<file path="src/rtl/signed_divider_module.sv">
// Iterative signed divider: restoring shift-subtract on operand magnitudes,
// one quotient bit per clock, sign fix-up and exception flags in a final cycle.
module signed_divider_module #(
  parameter int WIDTH = 8
) (
  input  logic                    clk,
  input  logic                    rst_n,
  input  logic                    start,
  input  logic signed [WIDTH-1:0] dividend,
  input  logic signed [WIDTH-1:0] divisor,
  output logic                    busy,
  output logic                    done,
  output logic signed [WIDTH-1:0] quotient,
  output logic signed [WIDTH-1:0] remainder,
  output logic                    div_by_zero,
  output logic                    overflow
);

  localparam int CNT_W = $clog2(WIDTH);

  typedef enum logic [1:0] {IDLE, CALC, FIX} state_t;

  state_t                  state, state_nxt;
  logic [CNT_W-1:0]        cnt;
  logic [WIDTH:0]          prem;
  logic [WIDTH-1:0]        qmag;
  logic [WIDTH-1:0]        dvs_mag;
  logic signed [WIDTH-1:0] dividend_r;
  logic                    neg_q, neg_r, zero_r, ovf_r;
  logic [WIDTH:0]          prem_sh, prem_sub;
  logic                    take;

  // Magnitude as unsigned; the most negative value maps onto itself, which
  // read as unsigned is exactly its magnitude.
  function automatic logic [WIDTH-1:0] abs_mag(input logic [WIDTH-1:0] v);
    return v[WIDTH-1] ? (~v + 1'b1) : v;
  endfunction

  function automatic logic [WIDTH-1:0] cond_neg(input logic [WIDTH-1:0] m,
                                                input logic neg);
    return neg ? (~m + 1'b1) : m;
  endfunction

  always_comb begin
    prem_sh  = {prem[WIDTH-1:0], qmag[WIDTH-1]};
    prem_sub = prem_sh - {1'b0, dvs_mag};
    take     = (prem_sh >= {1'b0, dvs_mag});
  end

  always_ff @(posedge clk or negedge rst_n) begin
    if (!rst_n) state <= IDLE;
    else        state <= state_nxt;
  end

  always_comb begin
    state_nxt = state;
    busy      = (state != IDLE);
    case (state)
      IDLE:    if (start) state_nxt = CALC;
      CALC:    if (cnt == CNT_W'(WIDTH-1)) state_nxt = FIX;
      FIX:     state_nxt = IDLE;
      default: state_nxt = IDLE;
    endcase
  end

  always_ff @(posedge clk or negedge rst_n) begin
    if (!rst_n) begin
      cnt         <= '0;
      prem        <= '0;
      qmag        <= '0;
      dvs_mag     <= '0;
      dividend_r  <= '0;
      neg_q       <= 1'b0;
      neg_r       <= 1'b0;
      zero_r      <= 1'b0;
      ovf_r       <= 1'b0;
      done        <= 1'b0;
      quotient    <= '0;
      remainder   <= '0;
      div_by_zero <= 1'b0;
      overflow    <= 1'b0;
    end else begin
      done <= 1'b0;
      case (state)
        IDLE: begin
          if (start) begin
            neg_q       <= dividend[WIDTH-1] ^ divisor[WIDTH-1];
            neg_r       <= dividend[WIDTH-1];
            qmag        <= abs_mag(dividend);
            dvs_mag     <= abs_mag(divisor);
            dividend_r  <= dividend;
            zero_r      <= (divisor == '0);
            ovf_r       <= (dividend == {1'b1, {(WIDTH-1){1'b0}}}) && (divisor == '1);
            prem        <= '0;
            cnt         <= '0;
            div_by_zero <= 1'b0;
            overflow    <= 1'b0;
          end
        end
        // qmag doubles as the dividend shifter and the quotient collector
        CALC: begin
          prem <= take ? prem_sub : prem_sh;
          qmag <= {qmag[WIDTH-2:0], take};
          cnt  <= cnt + 1'b1;
        end
        FIX: begin
          done        <= 1'b1;
          div_by_zero <= zero_r;
          overflow    <= ovf_r;
          if (zero_r) begin
            quotient  <= '0;
            remainder <= dividend_r;
          end else begin
            quotient  <= cond_neg(qmag, neg_q);
            remainder <= cond_neg(prem[WIDTH-1:0], neg_r);
          end
        end
        default: ;
      endcase
    end
  end

endmodule

</file>
<file path="config.mk">
export PLATFORM = sky130hd
export DESIGN_NAME = signed_divider_module
export DESIGN_NICKNAME = d
export VERILOG_FILES = /design/src/rtl/signed_divider_module.sv
export SDC_FILE = /design/constraint.sdc
export NUM_CORES = 1
export LEC_CHECK = 0
export ABC_AREA = 1
export ABC_CLOCK_PERIOD_IN_PS = 1450
export CAP_MARGIN = 15
export CORE_MARGIN = 2
export CORE_UTILIZATION = 51
export CTS_CLUSTER_SIZE = 40
export DETAILED_ROUTE_END_ITERATION = 10
export PLACE_DENSITY = 0.76
export SLEW_MARGIN = 20
export SYNTH_ARGS = -nofsm -noshare
export SYNTH_HDL_FRONTEND = slang
export SYNTH_SLANG_ARGS = --single-unit
</file>
<file path="constraint.sdc">
create_clock -name clk -period 1.45 [get_ports clk]
set_input_delay 0.2175 -clock clk [delete_from_list [all_inputs] [get_ports clk]]
set_output_delay 0.2175 -clock clk [all_outputs]
set_load 0.02 [all_outputs]
</file>
==> results.ini <==
[setup_path]
crit_path_end_kind = register
cp.arrival_ns = 1.98
cp-endpoint = prem[1]
crit_start = prem[1]
cp_top_family = simple AND/OR/NAND/NOR gates
critPathMaxFanout = 5
critPathKind = register to register
crit_chain = ha_4, nand2_1, nor2_1, nand3_2, nand4_4, nand3_2, nand3_2
crit_buf_inv = 0
max_stage_delay_ns = 0.44
r2r-end = prem[1]
reg2regPathDepth = 7
cp_slowest_cell = dfrtp_2
cp_common_cell = nand3_2
path_depth = 7
reg2reg_slack_ns = -0.24
r2r-start = prem[1]
cp-start-kind = register
required_ns = 1.74

[status]
status = finished with violations
violations = setup timing

[route]
via_per_inst = 5.71
ant_nets = 0
routedWlPerCell_um = 17.2
vias = 3696
routed_wl_mm = 11.1
drc = 0
drt-initial-drc-count = 276
dr.pass1.iters = 5

[floorplanning]
die_h_um = 87.2
fp-row-count = 30
start_util = 0.522
io_pins = 39
die_w_um = 87.2
core_um2 = 6760
fp.dieArea_um2 = 7600

[clocking]
clkTransAtPathRegs_ns = 0.07
tritoncts = done
cts.htree.levels = 3
cts_root_buf = clkbuf_8
clock_path_buffers = 2
clk_latency_ns = 0.35
numCtsBuffers = 9
clock-sinks = 59

[placed_design]
pre_cts_ws_ns = -0.229
dp.cells = 616
gp_congestion = 0.902
placed_cell_area_um2 = 4480
dp_hpwl_mm = 7.01
portBuffers = 38

[logic_synthesis]
synth_seq_cells = 59
avgSynthCellArea_um2 = 7.70
yosys.area.top_type = dfrtp_1
async_flop_share = 1.00
synth-seq-area-share = 0.418
synth_top_area_frac = 0.418
synth.distinct_cells = 38
synthFlopType = dfrtp_1
synth_edf_count = 0
ys_warn_count = 0
yosys-top-cells-area = dfrtp_1, nand2_1, nand3_1
synthCells = 458
syn_nets = 493
synth_area_um2 = 3530

[sta]
drv_slew = 0
rsz0062_at_grt = yes
finalSetupViolations = 10
clock_skew_ns = 0.00914
period_minus_slack_ns = 1.69
hold_viol_final = 0
fin_ws_ns = -0.239
worst_slew_pin_slew_ns = 0.374
fmax_mhz = 592
relSlewSlack = 0.750
holdWs_ns = 0.394
period_share = 1.17

[final_layout]
seq_area_um2 = 1480
diodes = 0
final_cell_mix = nand2_1, buf_4, dfrtp_1, inv_1, nand3_1
drive_gt1_frac = 0.332
nets = 597
fin_util = 0.762
fill_cells = 473
layout.cells.non_filler = 647
fin_area_um2 = 5150
final_common_cell = nand2_1
syn2layout_area_growth_pct = 45.9
multiInputGateArea_um2 = 2160

[hold_path]
hold_class = input port to async pin

[global_routing]
track_usage = 0.295
overflow = 0
grt_pass1_wl_mm = 17.0
grt_pass1_vias = 3553
grt_max_degree = 60
grt_antenna_before_repair = 0

[power]
peakVddDrop_mv = 1.71
leakagePower_nw = 2.50
power_density_nw_per_um2 = 2630

[run]
drv_cap = 0

## synthesized netlist by cell type (4+ instances only)
master      n
a21oi_1    11
a22oi_1     5
buf_2       7
dfrtp_1    59
ha_1       15
inv_1      59
inv_2       6
nand2_1   113
nand2_2     6
nand3_1    53
nand4_1     6
nor2_1     27
nor3_1      8
o211ai_1    4
o21ai_0    31
o21ai_1     8
xor2_1     13
## what timing repair did
item	CTS	global route
buffers inserted	10	5
hold buffers	1	0
cloned	1	0
pin swaps	32	33
hold endpoints to repair	59	0
gates resized for setup	79	48
setup endpoints to repair	31	20
## cells by family (layout without fill, tap and decap cells)
group | count (synthesis) | count (layout) | share of synthesized area
simple gates | 218 | 219 | 0.269
buf+inv | 78 | 186 | 0.0918
compound gates | 72 | 72 | 0.125
flops | 59 | 59 | 0.418
fa+ha+maj | 16 | 16 | 0.0589
xor+xnor | 15 | 15 | 0.0372
## layout make-up
| type | instances | area share |
|---|---|---|
| multi-input cells | 322 | 0.419 |
| flip-flops and latches | 59 | 0.288 |
| repair buffers | 105 | 0.180 |
| inverters | 65 | 0.0491 |
| clock buffers | 12 | 0.0301 |
| well taps | 80 | 0.0194 |
| clock inverters | 4 | 0.0141 |
## routing by layer
metal | GRT usage | vias to the layer above | wire length (um)
li1 | - | 1718 | -
met1 | 0.366 | 1758 | 4600
met2 | 0.488 | 173 | 5410
met3 | 0.0483 | 47 | 622
met4 | 0.166 | 0 | 508
met5 | 0 | - | 0
## metrics by stage
stage	setup TNS, ns	power, mW
final	-1.85	13.5
after detailed placement	-2.79	9.59
after global placement	-1.90	9.27
after global routing	-2.29	14.3
after CTS	-1.13	12.3
after floorplan	-0.197	7.14
## worst min-delay path by stage
stage,startpoint,endpoint,slack (ns),depth (start not counted)
after CTS,rst_n,qmag[2],0.41,3
final,rst_n,quotient[4],0.39,3
after detailed placement,rst_n,quotient[4],0.25,2
after global routing,rst_n,qmag[1],0.43,3
after floorplan,rst_n,cnt[0],-0.08,0
after global placement,rst_n,quotient[4],0.24,2
## worst min-delay path, cell delays in order
cell           delay [ns]
dlygate4sd3_1        0.52
buf_2                0.12
buf_12               0.28
## state kept, by name, indices dropped and copies added (netlist names)
signal,flops
dividend_r,8
dvs_mag,8
prem,8
qmag,8
quotient,8
remainder,8
cnt,3
state,2
div_by_zero,1
done,1
neg_q,1
overflow,1
ovf_r,1
zero_r,1
## power breakdown
part           internal (mW)  switching [mW]
combinational           3.74            4.99
sequential              2.41           0.646
clock                   1.06           0.706
total                   7.21            6.34
(Power assumes the default switching activity.)
